File: config.mk
export PLATFORM = sky130hd
export DESIGN_NAME = xb_msg_endpoint
export DESIGN_NICKNAME = d
export VERILOG_FILES = /design/src/rtl/xb_msg_endpoint.sv
export SDC_FILE = /design/constraint.sdc
export NUM_CORES = 1
export LEC_CHECK = 0
export CELL_PAD_IN_SITES_DETAIL_PLACEMENT = 0
export CELL_PAD_IN_SITES_GLOBAL_PLACEMENT = 1
export CORE_UTILIZATION = 46
export DETAILED_ROUTE_END_ITERATION = 10
export MAX_ROUTING_LAYER = met4
export PLACE_DENSITY_LB_ADDON = 0.1
export SLEW_MARGIN = 20
export SYNTH_ARGS = -nofsm -noshare
export SYNTH_HDL_FRONTEND = slang
export SYNTH_SLANG_ARGS = --single-unit
File: constraint.sdc
create_clock -name CLK -period 4.45 [get_ports CLK]
set_input_delay 0.89 -clock CLK [delete_from_list [all_inputs] [get_ports CLK]]
set_output_delay 0.89 -clock CLK [all_outputs]
set_load 0.05 [all_outputs]
File: src/rtl/xb_msg_endpoint.sv
`default_nettype none
// ============================================================================
// Module   : xb_msg_endpoint (with helper xb_fifo)
// Purpose  : Host-side crossbar message endpoint: two independent FWFT FIFOs,
//            host->application (pending/ack) and application->host (valid/ready).
// Revision : 1.0 - initial release
// ============================================================================

module xb_fifo #(
    parameter int WIDTH      = 32,
    parameter int DEPTH_LOG2 = 4
) (
    input  logic                  clk,
    input  logic                  rst,
    input  logic                  i_push,
    input  logic [WIDTH-1:0]      i_data,
    input  logic                  i_pop,
    output logic [WIDTH-1:0]      o_data,
    output logic                  o_empty,
    output logic [DEPTH_LOG2:0]   o_count
);

    localparam logic [DEPTH_LOG2:0]   c_depth   = {1'b1, {DEPTH_LOG2{1'b0}}};
    localparam logic [DEPTH_LOG2:0]   c_cnt_one = {{DEPTH_LOG2{1'b0}}, 1'b1};
    localparam logic [DEPTH_LOG2-1:0] c_ptr_one = {{(DEPTH_LOG2-1){1'b0}}, 1'b1};

    logic [WIDTH-1:0]      r_mem [0:(1<<DEPTH_LOG2)-1];
    logic [DEPTH_LOG2-1:0] r_wr_ptr;
    logic [DEPTH_LOG2-1:0] r_rd_ptr;
    logic [DEPTH_LOG2:0]   r_count;
    logic                  w_do_push;
    logic                  w_do_pop;

    // Overfull pushes and empty pops are dropped here, so callers may pass raw requests.
    assign w_do_push = i_push && (r_count != c_depth);
    assign w_do_pop  = i_pop  && (r_count != '0);

    always_ff @(posedge clk) begin
        if (w_do_push) begin
            r_mem[r_wr_ptr] <= i_data;
        end
    end

    always_ff @(posedge clk or posedge rst) begin
        if (rst) begin
            r_wr_ptr <= '0;
            r_rd_ptr <= '0;
            r_count  <= '0;
        end else begin
            if (w_do_push) begin
                r_wr_ptr <= r_wr_ptr + c_ptr_one;
            end
            if (w_do_pop) begin
                r_rd_ptr <= r_rd_ptr + c_ptr_one;
            end
            if (w_do_push && !w_do_pop) begin
                r_count <= r_count + c_cnt_one;
            end else if (!w_do_push && w_do_pop) begin
                r_count <= r_count - c_cnt_one;
            end
        end
    end

    // Head is forced to zero when empty so stale memory never leaks out.
    assign o_empty = (r_count == '0);
    assign o_data  = o_empty ? '0 : r_mem[r_rd_ptr];
    assign o_count = r_count;

endmodule

module xb_msg_endpoint #(
    parameter int XB_SIZE    = 32,
    parameter int DEPTH_LOG2 = 4
) (
    input  logic                  CLK,
    input  logic                  RESET,
    input  logic                  host_wr_valid,
    output logic                  host_wr_ready,
    input  logic [XB_SIZE-1:0]    host_wr_data,
    output logic                  pc_msg_pending,
    input  logic                  pc_msg_ack,
    output logic [XB_SIZE-1:0]    pc_msg,
    input  logic                  fpga_msg_valid,
    input  logic [XB_SIZE-1:0]    fpga_msg,
    output logic                  fpga_msg_full,
    output logic                  host_rd_valid,
    input  logic                  host_rd_ready,
    output logic [XB_SIZE-1:0]    host_rd_data,
    output logic [DEPTH_LOG2:0]   pc_count,
    output logic [DEPTH_LOG2:0]   fpga_count,
    output logic                  fpga_overflow
);

    localparam logic [DEPTH_LOG2:0] c_depth   = {1'b1, {DEPTH_LOG2{1'b0}}};
    localparam logic [DEPTH_LOG2:0] c_cnt_one = {{DEPTH_LOG2{1'b0}}, 1'b1};

    logic                w_pc_push;
    logic                w_pc_pop;
    logic                w_pc_empty;
    logic [DEPTH_LOG2:0] w_pc_count_next;
    logic                w_fpga_push;
    logic                w_fpga_pop;
    logic                w_fpga_empty;
    logic                r_wr_ready;
    logic                r_overflow;

    // ---------------- downstream: host -> application ----------------
    assign w_pc_push = host_wr_valid && r_wr_ready;
    assign w_pc_pop  = pc_msg_ack && !w_pc_empty;

    xb_fifo #(
        .WIDTH      (XB_SIZE),
        .DEPTH_LOG2 (DEPTH_LOG2)
    ) u_pc_fifo (
        .clk     (CLK),
        .rst     (RESET),
        .i_push  (w_pc_push),
        .i_data  (host_wr_data),
        .i_pop   (w_pc_pop),
        .o_data  (pc_msg),
        .o_empty (w_pc_empty),
        .o_count (pc_count)
    );

    always_comb begin
        w_pc_count_next = pc_count;
        if (w_pc_push && !w_pc_pop) begin
            w_pc_count_next = pc_count + c_cnt_one;
        end else if (!w_pc_push && w_pc_pop) begin
            w_pc_count_next = pc_count - c_cnt_one;
        end
    end

    // Ready is a flop fed by the next occupancy, so an ack never reaches it combinationally.
    always_ff @(posedge CLK or posedge RESET) begin
        if (RESET) begin
            r_wr_ready <= 1'b0;
        end else begin
            r_wr_ready <= (w_pc_count_next != c_depth);
        end
    end

    assign host_wr_ready  = r_wr_ready;
    assign pc_msg_pending = !w_pc_empty;

    // ---------------- upstream: application -> host ----------------
    assign w_fpga_push = fpga_msg_valid && (fpga_count != c_depth);
    assign w_fpga_pop  = host_rd_ready && !w_fpga_empty;

    xb_fifo #(
        .WIDTH      (XB_SIZE),
        .DEPTH_LOG2 (DEPTH_LOG2)
    ) u_fpga_fifo (
        .clk     (CLK),
        .rst     (RESET),
        .i_push  (w_fpga_push),
        .i_data  (fpga_msg),
        .i_pop   (w_fpga_pop),
        .o_data  (host_rd_data),
        .o_empty (w_fpga_empty),
        .o_count (fpga_count)
    );

    // A write arriving while the FIFO is full is lost even if the host pops that cycle.
    always_ff @(posedge CLK or posedge RESET) begin
        if (RESET) begin
            r_overflow <= 1'b0;
        end else if (fpga_msg_valid && (fpga_count == c_depth)) begin
            r_overflow <= 1'b1;
        end
    end

    // One slot of headroom absorbs the application's registered valid.
    assign fpga_msg_full = (fpga_count >= (c_depth - c_cnt_one));
    assign host_rd_valid = !w_fpga_empty;
    assign fpga_overflow = r_overflow;

endmodule

`default_nettype wire

==> flow_summary_export.csv, run 1 <==
group,metric,value,unit
sta,relSlewSlack,30.7,%
sta,finalSetupViolCount,0,
drt,drc,0,
critical_path,cp.arrival,3.41,ns
cells_and_area,stdcell_area,47600,µm²
drt,firstDrtPassIters,5,
sta,rsz0062_at_grt,"false",
cells_and_area,nets,2206,
floorplan,die_width,298,µm
synth,synth_most_common_cell,"edfxtp_1",
power,pwr_density_cell,716,nW/µm²
critical_path,crit_family,"simple AND/OR/NAND/NOR gates",
drt,wl_per_cell,26.7,µm
global_routing,antenna_found_initial,7,
drt,vias_per_cell,5.68,
clock_network,clockBufferDepth,3,
cells_and_area,fin_cells,3367,
clock_network,postCtsSetupBuffers,0,
synth,synthTopCellsByCount,"edfxtp_1, mux4_2, mux2i_1",
global_routing,first_global_vias,20100,
placed_design,numPortBuffers,148,
cells_and_area,ff_latch_area,31500,µm²
synth,syn_area,40300,µm²
synth,ys_seq_area_share,78.0,%
sta,fin_crit_sh,96.6,%
job,cap_violations,0,
synth,synth_area_leader_cell,"edfxtp_1",
critical_path,crit_chain,"inv_1 -> ha_1 -> or4b_4 -> and3b_4 -> a22o_1 -> a221o_1 -> buf_12",
clock_network,cts_buffers,108,
placed_design,dp.cells,3162,
placed_design,dp_hpwl,51.3,mm
synth,synth_cells,1887,
sta,max_clock_freq,0.233,GHz
synth,synth.top_cell.area_share,76.3,%
clock_network,cts_num_sinks,1052,
global_routing,grt_pass1_wl,133,mm
clock_network,cts_tree,"yes",
drt,dr.first_iter.drc_count,1524,
floorplan,num_io_pins,149,
drt,wirelength,90.0,mm
synth,yosysUniqueCellTypes,47,
critical_path,worstPathMaxFanout,32,
synth,synth_nets,1976,
cells_and_area,drive_above_1_share,24.7,%
critical_path,worstSetupPathType,"flop to primary output",
synth,ys_seq_elements,1052,
clock_network,path_clk_slew,0.06,ns
power,p_leak,15.6,nW
critical_path,cp_slowest_cell,"or4b_4",
clock_network,clk_latency,0.66,ns
critical_path,critPathLaunchType,"flop",
synth,postSynthAreaPerCell,21.4,µm²
placed_design,place_congestion,0.766,
critical_path,cp-end-kind,"primary output",
min_path,hold_class,"flop to flop",
critical_path,crit_buf_inv,2,
floorplan,dieArea,88800,µm²
power,ir_drop,0.578,mV
sta,fin_worst_skew,0.0155,ns
critical_path,slowest_delay,0.55,ns
floorplan,die_height,298,µm
synth,synthFlopType,"edfxtp_1",
synth,yosysWarnings,0,
global_routing,grt_max_degree,82,
clock_network,cts-root-buf,"clkbuf_16",
sta,hold_violations,0,
critical_path,critical_path_required,3.56,ns
cells_and_area,multi_input_area,8650,µm²
floorplan,core,86800,µm²
global_routing,overflow,0,
floorplan,rows,108,
cells_and_area,fin_util,54.8,%
drt,vias,19100,
synth,postSynth.asyncResetShare,2.66,%
synth,netlist_top_cells_area,"edfxtp_1, mux4_2, mux2i_1, a22oi_1, dfrtp_1",
outcome,status,"completed",
critical_path,reg2reg_slack,1.30,ns
power,power,0.0341,W
sta,setup_tns,0,ns
floorplan,initial_utilization,46.5,%
synth,synth-edff-count,1024,
clock_network,htreeDepth,3,
sta,finalMaxSlewViolations,0,
drt,ant_nets,0,
cells_and_area,syn_to_final_growth,18.0,%
cells_and_area,fill_cells,6643,
sta,period_needed,4.30,ns
global_routing,grt_usage,21.2,%
sta,tightest_slew,1.04,ns
placed_design,dpl-instance-area,44100,µm²
-- final cells by class --
type | count | share of cell area, %
clock inverters | 64 | 1.06
diodes | 7 | 0.0368
clock buffers | 134 | 6.10
flip-flops and latches | 1052 | 66.1
inverters | 11 | 0.0868
multi-input cells | 715 | 18.2
well taps | 1155 | 3.04
repair buffers | 229 | 5.36
-- stage by stage --
stage               hold slack [ns]  setup WS, ns
floorplan                     0.497         0.182
global placement              0.454         0.698
detailed placement            0.463         0.571
CTS                           0.476        0.0141
global route                  0.497       0.00528
finish                        0.471         0.149
-- sequential cells by signal (all words and copies together) (netlist names) --
register	count
u_fpga_fifo.r_wr_ptr	4
u_pc_fifo.r_wr_ptr	4
u_fpga_fifo.o_count	5
host_wr_ready	1
fpga_overflow	1
u_pc_fifo.o_count	5
u_pc_fifo.r_mem	512
u_pc_fifo.r_rd_ptr	4
u_fpga_fifo.r_mem	512
u_fpga_fifo.r_rd_ptr	4
-- kinds of logic (layout without fill, tap and decap cells) --
logic type               after synthesis  in the layout  share of synthesized area [%]
XOR/XNOR                              20             20                          0.435
multiplexers                         324            324                           14.0
adder cells (fa/ha/maj)               19             19                          0.608
AO/OA/AOI/OAI                        217            217                           4.06
flip-flops                          1052           1052                           78.0
other                                  0              7                              0
buffers and inverters                120            438                           1.29
AND/OR/NAND/NOR                      135            135                           1.57
-- placed cells by master, fill, tap and decap left out, types with 3 or more instances in the layout --
cell             Yosys  final
a21oi_1              7      5
a221o_1             32     32
a22o_1              32     32
a22oi_1             96     96
buf_12               0     49
buf_4                0     94
bufinv_16            0      7
clkbuf_1            70     18
clkbuf_16            0    110
clkbuf_8             0      6
clkdlybuf4s50_1      0     84
clkinv_1             0     25
clkinv_2             0     27
dfrtp_1             28     22
dfrtp_4              0      5
diode_2              0      7
edfxtp_1          1024   1024
ha_1                18     18
inv_1               11     10
mux2i_1            130    130
mux4_2             192    192
nand2_1             56     56
nand2b_1             7      7
nand3_1              5      5
nand4_1              7      7
nor2_1              31      5
nor2_4               0     26
nor3_2               0      4
nor3_4               0      4
o211ai_1             3      3
o21ai_0             39     39
xnor2_1             14     14
xor2_1               6      6
-- repair_timing --
| item | CTS | global route |
|---|---|---|
| hold buffers | 0 | 0 |
| endpoints found under the setup margin | 32 | 8 |
| pin swaps | 0 | 0 |
| resized for setup | 1 | 2 |
-- layer usage --
layer  GRT usage (%)  part of all wire [%]  vias to the layer above
li1                -                     -                     8393
met1            26.1                    41                    10200
met2            36.7                    53                      408
met3            3.25                   4.1                      120
met4            5.18                   1.8                        0
met5               -                     0                        -
-- where the power goes --
| group | switching [W] | internal [W] | total [W] |
|---|---|---|---|
| logic | 0.00744 | 0.00520 | 0.0126 |
| clock network | 0.00365 | 0.00501 | 0.00866 |
| registers | 0.000799 | 0.0120 | 0.0128 |
| total | 0.0119 | 0.0222 | 0.0341 |
-- path summary, 6_finish.rpt --
kind / from / end / cells after the start
worst max-delay path: u_pc_fifo.o_count[0]$_DFFE_PP0P_ / pc_msg[15] / 7
worst min-delay path: fpga_overflow$_DFFE_PP0P_ / fpga_overflow$_DFFE_PP0P_ / 1
min in group asynchronous: RESET / host_wr_ready$_DFF_PP0_ / 2
worst min register to register: fpga_overflow$_DFFE_PP0P_ / fpga_overflow$_DFFE_PP0P_ / 1
max in group asynchronous: RESET / u_fpga_fifo.r_wr_ptr[1]$_DFFE_PP0P_ / 3
worst max register to register: u_pc_fifo.o_count[0]$_DFFE_PP0P_ / u_pc_fifo.r_mem[5][0]$_DFFE_PP_ / 6
No activity file was read; power rests on OpenSTA's default activity.
==> run 2, diff against run 1 <==
CTS_CLUSTER_SIZE = 40   (was not set)
PLACE_DENSITY = 0.79   (was not set)
PLACE_DENSITY_LB_ADDON = not set   (was 0.1)
==> run 2 against run 1 <==
Compared with the run above: clock-buffer cell count decreased by 12; combinational power about the same; worst hold slack improved by 0.026 ns; clock skew increased by 0.019 ns; highest routed layer unchanged; largest cell class unchanged; sequential power about the same; register-to-register slack got worse by 0.11 ns; clock power increased by 2%; sequential share of layout area increased by 0.18 points; total power increased by 0.32%; non-clock buffer count decreased by 22; maximum frequency decreased by 0.68%.
==> flow_summary_export.csv, run 2 (synthesis gave the netlist of run 1 again) <==
group,metric,value,unit
sta,period_needed,4.33,ns
sta,setup_tns,0,ns
critical_path,timing.rr.start,"u_fpga_fifo.o_count[0]$_DFFE_PP0P_",
sta,finalMaxSlewViolations,0,
floorplan,num_io_pins,149,
cells_and_area,final_common_cell,"edfxtp_1",
floorplan,die_height,298,µm
placed_design,post-place-ws,0.659,ns
cells_and_area,drive_above_1_share,23.8,%
drt,wirelength,88.7,mm
sta,relSlewSlack,31.3,%
clock_network,clk_latency,0.68,ns
power,combPwrFrac,36.7,%
drt,vias,19600,
critical_path,critical_path_required,3.56,ns
drt,firstDrtPassIters,5,
drt,dr.first_iter.drc_count,1795,
cells_and_area,fin_util,54.7,%
sta,fin_worst_skew,0.0341,ns
drt,ant_nets,0,
cells_and_area,nets,2180,
power,power_switching_share,34.8,%
power,power_frac_clock,25.8,%
floorplan,rows,108,
drt,wl_per_cell,26.6,µm
clock_network,cts_buffers,103,
sta,max_clock_freq,0.231,GHz
drt,drc,0,
floorplan,initial_utilization,46.5,%
critical_path,worstPathMaxFanout,32,
power,p_leak,15.4,nW
placed_design,place_congestion,0.769,
power,p_int,0.0223,W
cells_and_area,ff_latch_area,31500,µm²
critical_path,cp.arrival,3.44,ns
clock_network,clockBufferDepth,3,
placed_design,dpl-instance-area,44000,µm²
global_routing,antenna_found_initial,6,
floorplan,dieArea,88800,µm²
min_path,min_to,"fpga_overflow$_DFFE_PP0P_",
global_routing,grt_usage,20.7,%
outcome,status,"completed",
global_routing,grt_max_degree,92,
sta,hold_violations,0,
global_routing,first_global_vias,20200,
global_routing,overflow,0,
power,ir_drop,0.741,mV
min_path,whs_path_depth,1,
clock_network,cts_num_sinks,1052,
critical_path,worstSetupPathType,"flop to primary output",
sta,fin_crit_sh,97.3,%
clock_network,path_clk_slew,0.06,ns
sta,finalSetupViolCount,0,
power,p_sw,0.0119,W
clock_network,cts_tree,"yes",
floorplan,core,86800,µm²
placed_design,dp_hpwl,46.6,mm
cells_and_area,fill_cells,6426,
global_routing,grt_pass1_wl,131,mm
power,seq_power_share,37.5,%
job,cap_violations,0,
cells_and_area,syn_to_final_growth,17.7,%
floorplan,die_width,298,µm
critical_path,critPathLaunchType,"flop",
placed_design,numPortBuffers,148,
critical_path,cp-end-kind,"primary output",
sta,setup_slack,0.120,ns
min_path,holdCritStartpoint,"fpga_overflow$_DFFE_PP0P_",
critical_path,reg2reg_slack,1.19,ns
sta,rsz0062_at_grt,"false",
critical_path,r2r_end,"u_fpga_fifo.o_count[4]$_DFFE_PP0P_",
cells_and_area,multi_input_area,8640,µm²
clock_network,htreeDepth,3,
sta,tightest_slew,1.03,ns
clock_network,cts-root-buf,"clkbuf_16",
min_path,hold_class,"flop to flop",
cells_and_area,final_cell_mix,"edfxtp_1, mux4_2, mux2i_1",
cells_and_area,stdcell_area,47400,µm²
sta,holdWs,0.497,ns
power,pwr_density_cell,721,nW/µm²
drt,vias_per_cell,5.88,
critical_path,rr_worst_depth,9,
cells_and_area,reg_top3,"u_fpga_fifo.r_mem (512), u_pc_fifo.r_mem (512)",
==> run 2: cell count changes in the layout (fill, tap and decap cells not counted), sizes merged <==
cell / previous run / this run
clkinvlp: 1 / 3
nor2: 31 / 32
inv: 13 / 14
diode: 7 / 6
buf: 145 / 123
bufinv: 7 / 15
clkbuf: 134 / 122
clkinv: 54 / 47
==> run 2: worst max-delay path by stage <==
stage	depth (start not counted)	to	start	slack, ns
after floorplan	4	u_fpga_fifo.r_mem[3][0]$_DFFE_PP_	u_fpga_fifo.o_count[0]$_DFFE_PP0P_	0.18
after CTS	8	pc_msg[0]	u_pc_fifo.o_count[0]$_DFFE_PP0P_	0.04
after global routing	8	pc_msg[0]	u_pc_fifo.o_count[1]$_DFFE_PP0P_	0.003
after detailed placement	7	pc_msg[0]	u_pc_fifo.o_count[0]$_DFFE_PP0P_	0.66
final	8	pc_msg[0]	u_pc_fifo.o_count[1]$_DFFE_PP0P_	0.12
after global placement	7	pc_msg[0]	u_pc_fifo.o_count[0]$_DFFE_PP0P_	0.78
==> run 2: layout make-up <==
| class | count | share of cell area [%] |
|---|---|---|
| Antenna cell | 6 | 0.0316 |
| Multi-Input combinational cell | 716 | 18.2 |
| Timing Repair Buffer | 207 | 4.98 |
| Clock inverter | 68 | 1.68 |
| Clock buffer | 122 | 5.63 |
| Tap cell | 1155 | 3.05 |
| Inverter | 11 | 0.0870 |
| Sequential cell | 1052 | 66.3 |
==> run 2: repair_timing <==
item,in CTS,in global routing
endpoints found under the setup margin,8,17
cloned,1,0
setup buffers,0,0
pin swaps,1,0
hold buffers,0,0
gates resized for setup,1,1
==> run 2: worst max-delay path: stages, from the launching register on <==
cell	delay (ns)
dfrtp_1	0.50
inv_1	0.12
ha_1	0.25
or4b_4	0.55
and3b_1	0.21
buf_4	0.29
a22o_1	0.27
a221o_1	0.38
buf_12	0.20
==> run 2: per-layer routing <==
| layer | routed length (µm) | GRT usage [%] |
|---|---|---|
| met2 | 45000 | 33.8 |
| met5 | 0 | - |
| met1 | 35000 | 26.1 |
| met4 | 1920 | 5.67 |
| met3 | 6760 | 4.78 |
==> run 2: power groups by stage <==
stage / clock network, W / registers, W / logic, W
finish: 0.00882 / 0.0128 / 0.0126
global route: 0.00936 / 0.0129 / 0.0132
CTS: 0.00897 / 0.0128 / 0.0127
detailed placement: 0 / 0.0130 / 0.0126
global placement: 0 / 0.0129 / 0.0124
floorplan: 0 / 0.0126 / 0.00818
==> run 2: stage by stage <==
stage	total power, W	instances
after floorplan	0.0208	1887
after global placement	0.0254	3140
after detailed placement	0.0256	3140
after CTS	0.0345	3331
after global routing	0.0355	3337
final	0.0342	3337
